$ cat src/rtl/muldiv_pkg.sv
// Shared encodings for the iterative multiply/divide unit.
package muldiv_pkg;

    localparam int unsigned MD_WIDTH = 32;

    typedef enum logic [1:0] {
        MD_MULT  = 2'b00,
        MD_MULTU = 2'b01,
        MD_DIV   = 2'b10,
        MD_DIVU  = 2'b11
    } md_op_e;

    typedef enum logic [1:0] {
        S_IDLE  = 2'b00,
        S_CALC  = 2'b01,
        S_FIXUP = 2'b10
    } md_state_e;

endpackage : muldiv_pkg

$ cat src/rtl/muldiv_step.sv
// One iteration of the datapath: radix-2 shift-add multiply or restoring divide step.
module muldiv_step #(
    parameter int unsigned WIDTH = 32
) (
    input  logic             mode_div,
    input  logic [WIDTH-1:0] rem_in,
    input  logic [WIDTH-1:0] lo_in,
    input  logic [WIDTH-1:0] operand,
    output logic [WIDTH-1:0] rem_next_c,
    output logic [WIDTH-1:0] lo_next_c
);

    logic [WIDTH:0]   shifted;
    logic [WIDTH:0]   sum;
    logic [WIDTH-1:0] diff;
    logic             ge;

    always_comb begin
        shifted    = {rem_in, lo_in[WIDTH-1]};
        ge         = (shifted >= {1'b0, operand});
        diff       = shifted[WIDTH-1:0] - operand;
        sum        = {1'b0, rem_in} + (lo_in[0] ? {1'b0, operand} : '0);
        rem_next_c = sum[WIDTH:1];
        lo_next_c  = {sum[0], lo_in[WIDTH-1:1]};
        // Remainder stays below the divisor, so the low WIDTH bits of diff are exact.
        if (mode_div) begin
            rem_next_c = ge ? diff : shifted[WIDTH-1:0];
            lo_next_c  = {lo_in[WIDTH-2:0], ge};
        end
    end

endmodule : muldiv_step

$ cat src/rtl/muldiv_unit.sv
// Iterative MULT/MULTU/DIV/DIVU unit writing the HI/LO registers.
// Optional MULDIV_CANCEL_EN adds a cancel input that flushes an in-flight op.
module muldiv_unit
    import muldiv_pkg::*;
#(
    parameter int unsigned WIDTH = MD_WIDTH
) (
    input  logic             clk,
    input  logic             reset,
`ifdef MULDIV_CANCEL_EN
    input  logic             cancel,
`endif
    input  logic             start,
    input  logic [1:0]       op,
    input  logic [WIDTH-1:0] a,
    input  logic [WIDTH-1:0] b,
    input  logic             mthi,
    input  logic             mtlo,
    output logic [WIDTH-1:0] hi,
    output logic [WIDTH-1:0] lo,
    output logic             busy,
    output logic             done,
    output logic             div_by_zero
);

    localparam int unsigned CW = $clog2(WIDTH);
    localparam logic [CW-1:0] LAST = CW'(WIDTH - 1);

    md_state_e state, state_d;
    logic [CW-1:0]    count, count_d;
    logic [WIDTH-1:0] acc_hi, acc_hi_d, acc_lo, acc_lo_d, operand, operand_d;
    logic             op_div, op_div_d, neg_res, neg_res_d, neg_rem, neg_rem_d;
    logic             zero_div, zero_div_d;
    logic [WIDTH-1:0] hi_d, lo_d;
    logic             busy_d, done_d, dbz_d;

    logic             cancel_c;
    logic             signed_op, a_neg, b_neg;
    logic [WIDTH-1:0] mag_a, mag_b, quo, rem;
    logic [2*WIDTH-1:0] prod;
    logic [WIDTH-1:0] step_hi_c, step_lo_c;

`ifdef MULDIV_CANCEL_EN
    assign cancel_c = cancel;
`else
    assign cancel_c = 1'b0;
`endif

    muldiv_step #(.WIDTH(WIDTH)) u_step (
        .mode_div   (op_div),
        .rem_in     (acc_hi),
        .lo_in      (acc_lo),
        .operand    (operand),
        .rem_next_c (step_hi_c),
        .lo_next_c  (step_lo_c)
    );

    // Next-state and datapath control
    always_comb begin
        state_d    = state;
        count_d    = count;
        acc_hi_d   = acc_hi;
        acc_lo_d   = acc_lo;
        operand_d  = operand;
        op_div_d   = op_div;
        neg_res_d  = neg_res;
        neg_rem_d  = neg_rem;
        zero_div_d = zero_div;
        hi_d       = hi;
        lo_d       = lo;
        busy_d     = busy;
        done_d     = 1'b0;
        dbz_d      = 1'b0;
        signed_op  = (op == MD_MULT) || (op == MD_DIV);
        a_neg      = signed_op & a[WIDTH-1];
        b_neg      = signed_op & b[WIDTH-1];
        mag_a      = a_neg ? -a : a;
        mag_b      = b_neg ? -b : b;
        prod       = {acc_hi, acc_lo};
        prod       = neg_res ? -prod : prod;
        quo        = neg_res ? -acc_lo : acc_lo;
        rem        = neg_rem ? -acc_hi : acc_hi;

        case (state)
            S_IDLE: begin
                if (start) begin
                    // Multiply keeps the multiplier in acc_lo; divide keeps the dividend there.
                    op_div_d   = op[1];
                    acc_hi_d   = '0;
                    acc_lo_d   = op[1] ? mag_a : mag_b;
                    operand_d  = op[1] ? mag_b : mag_a;
                    neg_res_d  = a_neg ^ b_neg;
                    neg_rem_d  = a_neg;
                    zero_div_d = op[1] && (b == '0);
                    count_d    = '0;
                    busy_d     = 1'b1;
                    state_d    = S_CALC;
                end else begin
                    if (mthi) hi_d = a;
                    if (mtlo) lo_d = a;
                end
            end
            S_CALC: begin
                if (cancel_c) begin
                    busy_d  = 1'b0;
                    state_d = S_IDLE;
                end else begin
                    acc_hi_d = step_hi_c;
                    acc_lo_d = step_lo_c;
                    count_d  = count + CW'(1);
                    if (count == LAST) state_d = S_FIXUP;
                end
            end
            S_FIXUP: begin
                busy_d  = 1'b0;
                state_d = S_IDLE;
                if (!cancel_c) begin
                    done_d = 1'b1;
                    if (op_div) begin
                        // With b==0 every trial succeeds, so the remainder is the dividend itself.
                        hi_d  = rem;
                        lo_d  = zero_div ? '1 : quo;
                        dbz_d = zero_div;
                    end else begin
                        hi_d = prod[2*WIDTH-1:WIDTH];
                        lo_d = prod[WIDTH-1:0];
                    end
                end
            end
            default: begin
                busy_d  = 1'b0;
                state_d = S_IDLE;
            end
        endcase
    end

    // State and datapath registers
    always_ff @(posedge clk) begin
        if (reset) begin
            state       <= S_IDLE;
            count       <= '0;
            acc_hi      <= '0;
            acc_lo      <= '0;
            operand     <= '0;
            op_div      <= 1'b0;
            neg_res     <= 1'b0;
            neg_rem     <= 1'b0;
            zero_div    <= 1'b0;
            hi          <= '0;
            lo          <= '0;
            busy        <= 1'b0;
            done        <= 1'b0;
            div_by_zero <= 1'b0;
        end else begin
            state       <= state_d;
            count       <= count_d;
            acc_hi      <= acc_hi_d;
            acc_lo      <= acc_lo_d;
            operand     <= operand_d;
            op_div      <= op_div_d;
            neg_res     <= neg_res_d;
            neg_rem     <= neg_rem_d;
            zero_div    <= zero_div_d;
            hi          <= hi_d;
            lo          <= lo_d;
            busy        <= busy_d;
            done        <= done_d;
            div_by_zero <= dbz_d;
        end
    end

endmodule : muldiv_unit

$ cat config.mk
export PLATFORM = sky130hd
export DESIGN_NAME = muldiv_unit
export DESIGN_NICKNAME = d
export VERILOG_FILES = /design/src/rtl/muldiv_pkg.sv /design/src/rtl/muldiv_step.sv /design/src/rtl/muldiv_unit.sv
export SDC_FILE = /design/constraint.sdc
export NUM_CORES = 1
export LEC_CHECK = 0
export ABC_AREA = 1
export CAP_MARGIN = 20
export CORE_ASPECT_RATIO = 2
export CORE_UTILIZATION = 58
export DETAILED_ROUTE_END_ITERATION = 12
export PLACE_DENSITY = 0.79
export SYNTH_ARGS = -nofsm -noshare
export SYNTH_HDL_FRONTEND = slang
export SYNTH_SLANG_ARGS = --single-unit
$ cat constraint.sdc
create_clock -name clk -period 2.79 [get_ports clk]
set_clock_uncertainty 0.1 [all_clocks]
set_input_delay 0.558 -clock clk [delete_from_list [all_inputs] [get_ports clk]]
set_output_delay 0.558 -clock clk [all_outputs]
set_load 0.02 [all_outputs]
==> summary.md, run 1 <==
| Metric | Value |
|---|---|
| Status | `stopped before the end` |
| Stopped at | `5_1_grt` |
| Run Error | `[ERROR GRT-0116] Global routing finished with congestion. Check the congestion regions in the DRC Viewer.` |
| Detailed Place HPWL | `73.3 mm` |
| Num CTS Buffers | `17` |
| Synth Cell Area | `17900 um2` |
| CTS H-Tree Depth | `4` |
| Sequential area share after synthesis | `19.4%` |
| Distinct cells, synth | `51` |
| Synthesized net count | `3411` |
| Vias in the first global route | `25600` |
| Share of synthesized registers carrying an async set or reset | `0%` |
| Clock buffer depth | `2` |
| Top_reg_cell synth | `dfxtp_1` |
| Post-Syn Instances | `3268` |
| Yosys warnings | `0` |
| IO Count | `138` |
| Post-CTS Setup Inserts | `0` |
| CTS Sinks | `174` |
| RePlAce Congestion | `1.25` |
| Die H | `251 um` |
| Clk root buf | `clkbuf_16` |
| Grt ovf | `219` |
| Port buffer count | `137` |
| Post-synth EDFFs | `0` |
| Flops & latches, synth | `174` |
| Largest net degree at the start of global routing | `74` |
| First-pass GRT wire length | `173 mm` |
| GRT Total Usage | `70.8%` |
| Resized cells post-CTS | `3` |
| Syn avg cell area | `5.49 um2` |
| Die X | `126 um` |
| Setup WS pre-CTS | `-83.2 ps` |
| # hold bufs at CTS | `0` |
| FP Rows | `90` |
| Starting Density | `59.2%` |
==> routing by layer <==
metal	overflow	global-route usage, %
met1	0	68.7
met2	132	93.4
met3	3	47.7
met4	84	77.4
met5	0	9.38
==> synthesized netlist by cell type, types with 10 or more instances <==
master | instances | area [um2]
nand2_1 | 1013 | 3800
inv_1 | 456 | 1710
nor2_1 | 299 | 1120
nand3_1 | 291 | 1460
o21ai_0 | 253 | 1270
a21oi_1 | 217 | 1090
dfxtp_1 | 174 | 3480
clkbuf_1 | 92 | 345
ha_1 | 70 | 876
xor2_1 | 57 | 499
nand4_1 | 40 | 250
nor3_1 | 39 | 195
a31oi_1 | 32 | 200
o21ai_1 | 30 | 150
o211ai_1 | 24 | 180
buf_1 | 18 | 67.6
buf_2 | 15 | 75.1
o31ai_1 | 13 | 97.6
xnor2_1 | 13 | 114
nand3b_1 | 12 | 90.1
nor2_2 | 12 | 75.1
inv_2 | 10 | 37.5
o21bai_1 | 10 | 75.1
==> kinds of logic after synthesis <==
group,synth area share [%]
and+or+nand+nor,40.5
AOI/OAI and AO/OA,18.7
buffers and inverters,12.9
DFF,19.4
adders and majority gates,5.11
xor gates and xnor gates,3.42
==> per-stage QoR <==
stage | instance area, um2 | TNS, ps | instances
2_1_floorplan | 17900 | 0 | 3268
3_3_place_gp | 21100 | -165 | 3875
3_5_place_dp | 21100 | -462 | 3875
4_1_cts | 21800 | 0 | 3907
==> run 2: changes to the inputs <==
--- a/config.mk
+++ b/config.mk
@@ -7,10 +7,9 @@
 export LEC_CHECK = 0
 export ABC_AREA = 1
 export CAP_MARGIN = 20
-export CORE_ASPECT_RATIO = 2
-export CORE_UTILIZATION = 58
+export CORE_UTILIZATION = 40
 export DETAILED_ROUTE_END_ITERATION = 12
-export PLACE_DENSITY = 0.79
+export PLACE_DENSITY_LB_ADDON = 0.15
 export SYNTH_ARGS = -nofsm -noshare
 export SYNTH_HDL_FRONTEND = slang
 export SYNTH_SLANG_ARGS = --single-unit
==> summary.md, run 2 <==
| Metric | Value |
|---|---|
| Die area | `45700 um2` |
| Clock power share | `25.4%` |
| Crit Path Class | `register to register` |
| Detailed Place HPWL | `75.9 mm` |
| Final slew viol count | `0` |
| Busiest grt layer | `met2` |
| Yosys warnings | `0` |
| Initial DRC Count | `3151` |
| M1 GR Usage | `53.7%` |
| Minimum clock period | `2710 ps` |
| Port buffer count | `137` |
| Flops & latches, synth | `174` |
| Final hold vios | `0` |
| Power, Total | `10.0 mW` |
| Final core utilization | `52.2%` |
| Startpoint types | `register` |
| Worst-Skew Late Latency | `510 ps` |
| Sequential area share after synthesis | `19.4%` |
| PwrDens | `434 nW/um2` |
| P&R area growth vs syn | `28.8%` |
| WL final | `93.2 mm` |
| Via Count | `23800` |
| GRT Total Usage | `40.5%` |
| Post-Syn Instances | `3268` |
| Worst EP required | `3040 ps` |
| Die H | `214 um` |
| Placement Cell Area | `22100 um2` |
| Antenna viol nets, final | `0` |
| Cell with the most instances after synthesis | `nand2_1` |
| Share of the synthesized area in the top cell type | `21.2%` |
| Pleak | `11.3 nW` |
| Drt drc | `0` |
| Clk slew on worst S/H paths | `70 ps` |
| Peak supply drop | `0.000427 V` |
| Die X | `214 um` |
| Commonest cells after routing, fill and taps aside | `nand2_1, inv_1, buf_4, nand3_1, nor2_1` |
| Fillers | `4729` |
| Area leader, netlist | `nand2_1` |
| Commonest non-fill, non-tap cell in the layout | `nand2_1` |
| CTS Sinks | `174` |
| Finished Cell Area | `23100 um2` |
| Drt first pass iters | `8` |
| Met2 Usage GRT | `60.3%` |
| Top_reg_cell synth | `dfxtp_1` |
| IO Count | `138` |
| Power share of the sequential group | `28.6%` |
| Routed wire per std cell | `22.0 um` |
| Commonest cells post-synth | `nand2_1, inv_1, nor2_1` |
| Largest cells by area after synthesis | `nand2_1, dfxtp_1, inv_1` |
| FP Rows | `77` |
| Power share of the combinational group | `46.0%` |
| Via/cell ratio | `5.64` |
| Crit-path max FO | `11` |
| FMAX | `370 MHz` |
| NumNets Final | `3766` |
| Starting Density | `40.6%` |
| Largest net degree at the start of global routing | `65` |
| RePlAce Congestion | `1.05` |
| Worst slew pin tran | `1040 ps` |
| CTS H-Tree Depth | `4` |
| Synthesized net count | `3411` |
| Clk root buf | `clkbuf_16` |
| Grt ovf | `0` |
| Clock buffer depth | `2` |
| Core footprint | `44200 um2` |
| Synth Cell Area | `17900 um2` |
| # setup viols final | `0` |
| Vias in the first global route | `21700` |
| Switching pwr | `4.43 mW` |
| Syn avg cell area | `5.49 um2` |
| Post-route clock period utilization | `97.0%` |
| Share of synthesized registers carrying an async set or reset | `0%` |
| M3 GR Usage | `9.87%` |
| First-pass GRT wire length | `135 mm` |
| Worst Setup End Kind | `register` |
| CTS tree | `yes` |
| Status | `completed` |
| WP data arrival | `2950 ps` |
| Share of layout cells above drive strength 1 | `13.7%` |
| # hold bufs at CTS | `0` |
| Worst min path class | `register to register` |
| Initial antenna violation count | `2` |
| Setup repair after global routing missed its margin | `yes` |
| Max-cap violation count | `0` |
| Sw Ratio | `44.2%` |
| Internal Pwr Total | `5.59 mW` |
| Distinct cells, synth | `51` |
| Max transition margin | `30.0%` |
| Num CTS Buffers | `17` |
| Post-synth EDFFs | `0` |
run 2: cell type report:
type / count / area (um2) / share of cell area, %
sequential: 174 / 3520 / 15.2
clock buffer: 20 / 467 / 2.02
multi-input combinational: 2495 / 12500 / 54.0
inverter: 470 / 1760 / 7.64
tap: 592 / 741 / 3.21
antenna: 1 / 2.50 / 0.0108
clock inverter: 11 / 123 / 0.531
timing repair buffer: 465 / 4020 / 17.4
run 2: metal layers:
metal | vias up | part of all wire (%)
li1 | 11200 | -
met1 | 10900 | 41
met5 | - | 0.025
met4 | 4 | 5.9
met2 | 1428 | 42
met3 | 275 | 12
run 2: power groups by stage:
stage                     Combinational (mW)  Clock (mW)  Sequential [mW]
after global placement                  4.35           0             2.90
after CTS                               4.40        2.55             2.85
final                                   4.60        2.55             2.87
after detailed placement                4.37           0             2.90
after floorplan                         2.44           0             2.88
after global routing                    4.97        2.65             2.87
run 2: stage by stage:
| stage | cells | hold slack (ps) | TNS (ps) | setup WS (ps) |
|---|---|---|---|---|
| after floorplan | 3268 | 344 | 0 | 236 |
| after global placement | 4193 | 354 | -2980 | -283 |
| after detailed placement | 4193 | 360 | -2900 | -257 |
| after CTS | 4224 | 371 | 0 | 23.4 |
| after global routing | 4227 | 404 | -76.7 | -26.2 |
| final | 4228 | 369 | 0 | 85.0 |
run 2: final timing paths:
path / from / to / slack [ps] / cells after the start
hold reg to reg: busy / busy / 370 / 2
setup reg to reg: acc_lo[0] / acc_hi[24] / 80 / 14
hold / removal: busy / busy / 370 / 2
setup / recovery: acc_lo[0] / acc_hi[24] / 80 / 14
run 2: what timing repair did:
action,in CTS,in global routing
resized for setup,11,87
setup buffers,0,1
pin swaps,0,5
gates cloned,0,2
setup endpoints to repair,21,34
run 2: kinds of logic (layout without fill, tap and decap cells):
logic type,count (synthesis),after routing,share of synthesized area [%]
DFF,174,174,19.4
AOI/OAI and AO/OA,615,615,18.7
and+or+nand+nor,1737,1738,40.5
buffers and inverters,600,966,12.9
other,0,1,0
xor gates and xnor gates,70,70,3.42
adders and majority gates,72,72,5.11
run 2: worst max-delay path: stages (launching register included):
cell	delay, ps
dfxtp_2	340
buf_6	150
nand2_1	120
inv_1	70
ha_1	300
nand3_1	80
nand2_1	170
a21oi_1	120
buf_4	160
o21ai_1	340
nand2_1	140
nand3_1	110
nand3_1	150
nand3_1	140
a21oi_1	70
(Power assumes the default switching activity.)
==> run 3: changes to the inputs <==
==> constraint.sdc (replaced) <==
create_clock -name clk -period 2.6 [get_ports clk]
set_clock_uncertainty 0.1 [all_clocks]
set_input_delay 0.52 -clock clk [delete_from_list [all_inputs] [get_ports clk]]
set_output_delay 0.52 -clock clk [all_outputs]
set_load 0.02 [all_outputs]
==> summary.md, run 3 (synthesized netlist as in run 2, its figures left out) <==
| Metric | Value |
|---|---|
| Status | `finished with violations` |
| Failing checks | `setup timing` |
| CTS tree | `yes` |
| Largest net degree at the start of global routing | `69` |
| Detailed Place HPWL | `78.8 mm` |
| Clk slew on worst S/H paths | `80 ps` |
| Slack of the critical path | `-23.4 ps` |
| WP data arrival | `2920 ps` |
| Clock buffer depth | `2` |
| R2R cell count | `16` |
| Startpoint types | `register` |
| Hold Startpoint | `busy` |
| Routed wire per std cell | `22.8 um` |
| Clk root buf | `clkbuf_16` |
| Initial DRC Count | `3181` |
| Post-route clock period utilization | `101%` |
| WL final | `100 mm` |
| Placement Cell Area | `23200 um2` |
| Core footprint | `44200 um2` |
| Commonest non-fill, non-tap cell in the layout | `nand2_1` |
| # setup viols final | `1` |
| Via Count | `25100` |
| Commonest cells after routing, fill and taps aside | `nand2_1, buf_4, inv_1, nor2_1, nand3_1` |
| CTS Sinks | `174` |
| Flop2flop setup slack | `-20 ps` |
| Die area | `45700 um2` |
| Peak supply drop | `0.000457 V` |
| Drt drc | `0` |
| GRT Total Usage | `42.4%` |
| Slowest library cell on the worst path | `dfxtp_4` |
| PwrDens | `459 nW/um2` |
| Finished Cell Area | `25700 um2` |
| Num CTS Buffers | `17` |
| Crit-path max FO | `6` |
| Grt ovf | `0` |
| RePlAce Congestion | `1.06` |
| Die X | `214 um` |
| Worst EP required | `2900 ps` |
| Buf/Inv on CP | `4` |
| IO Count | `138` |
| CTS H-Tree Depth | `4` |
| Setup repair after global routing missed its margin | `yes` |
| Minimum clock period | `2620 ps` |
| Reg-to-reg endpoint | `acc_hi[31]` |
| Crit Path Class | `register to register` |
| Pleak | `12.4 nW` |
| CP delay by family, top | `simple AND/OR/NAND/NOR gates` |
| Crit path cell chain | `nand2_2 > inv_2 > ha_2 > inv_2 > fa_2 > o21ai_4 > inv_2 > o21ai_4 > nand2_2 > nand2_2 > nand3b_1 > nand3_1 > nand2_1 > inv_1 > nand2_1 > a21oi_1` |
| Hold path depth | `2` |
| # hold bufs at CTS | `0` |
| Max-cap violation count | `0` |
| NumNets Final | `3928` |
| Fillers | `4450` |
| Max transition margin | `28.8%` |
| Antenna viol nets, final | `0` |
| Via/cell ratio | `5.72` |
| First-pass GRT wire length | `142 mm` |
| Vias in the first global route | `22800` |
| FP Rows | `77` |
| Crit path largest cell delay | `450 ps` |
| Worst r2r src | `acc_lo[0]` |
| Worst-Skew Late Latency | `470 ps` |
| Starting Density | `40.6%` |
| Initial antenna violation count | `1` |
| Hold Slack | `372 ps` |
| Port buffer count | `137` |
| P&R area growth vs syn | `43.6%` |
| Final slew viol count | `0` |
| Hold endpoint | `busy` |
| Drt first pass iters | `6` |
| Final hold vios | `0` |
| Share of layout cells above drive strength 1 | `23.3%` |
| Worst slew pin tran | `1070 ps` |
| Worst Setup End Kind | `register` |
| Die H | `214 um` |
| Worst min path class | `register to register` |
| FMAX | `381 MHz` |
-- run 3: stage by stage --
stage	power [mW]	TNS [ps]	setup slack (ps)	instances	utilization [%]
after floorplan	5.70	0	46.3	3268	-
after global placement	8.11	-12990	-435	4327	52.4
after detailed placement	8.11	-16180	-405	4327	52.4
after CTS	11.1	0	0.770	4366	54.7
after global routing	12.3	-1540	-116	4390	58.2
final	11.8	-23.4	-23.4	4391	58.2
-- run 3: repair_timing --
item / in CTS / in global routing
buffers inserted: 4 / 18
gates resized for setup: 66 / 335
gates cloned: 3 / 7
pin swaps: 5 / 102
setup endpoints to repair: 33 / 52
-- run 3: per-layer routing --
layer  track usage, %  up-vias  wire length [um]
li1                 -    11600                 -
met1             55.2    11700             40200
met2             64.0     1590             42500
met3             11.5      289             11900
met4             20.5        2              5470
met5             2.26        -               138
-- run 3: worst register-to-register path, cell delays in order, from the launching register on --
cell and delay (ps):
dfxtp_4 450, nand2_2 70, inv_2 50, ha_2 180
inv_2 40, fa_2 410, o21ai_4 220, inv_2 90
o21ai_4 240, nand2_2 100, nand2_2 70, nand3b_1 80
nand3_1 150, nand2_1 80, inv_1 70, nand2_1 50
a21oi_1 100
-- run 3: worst max-delay path by stage --
stage / slack [ps] / endpoint / cells after the start / startpoint
3_3_place_gp: -440 / acc_lo[16] / 11 / a[0]
4_1_cts: 0.8 / acc_lo[0] / 15 / acc_hi[7]
6_report: -20 / acc_hi[31] / 16 / acc_lo[0]
5_1_grt: -120 / acc_hi[27] / 17 / acc_lo[0]
2_1_floorplan: 50 / acc_hi[15] / 16 / acc_lo[0]
3_5_place_dp: -400 / acc_lo[16] / 11 / a[0]
-- run 3: final cells by class --
cell class | instances | area, um2 | area share (%)
diodes | 1 | 2.50 | 0.00972
clock buffers | 18 | 439 | 1.71
clock inverters | 14 | 188 | 0.729
inverters | 470 | 1770 | 6.87
multi-input cells | 2497 | 13600 | 53.0
flip-flops and latches | 174 | 3550 | 13.8
well taps | 592 | 741 | 2.88
repair buffers | 625 | 5420 | 21.1
-- run 3: power breakdown --
group          total, mW  switching [mW]  internal [mW]
Clock               2.85            1.43           1.42
Combinational       5.86            3.65           2.21
Sequential          3.09           0.253           2.84
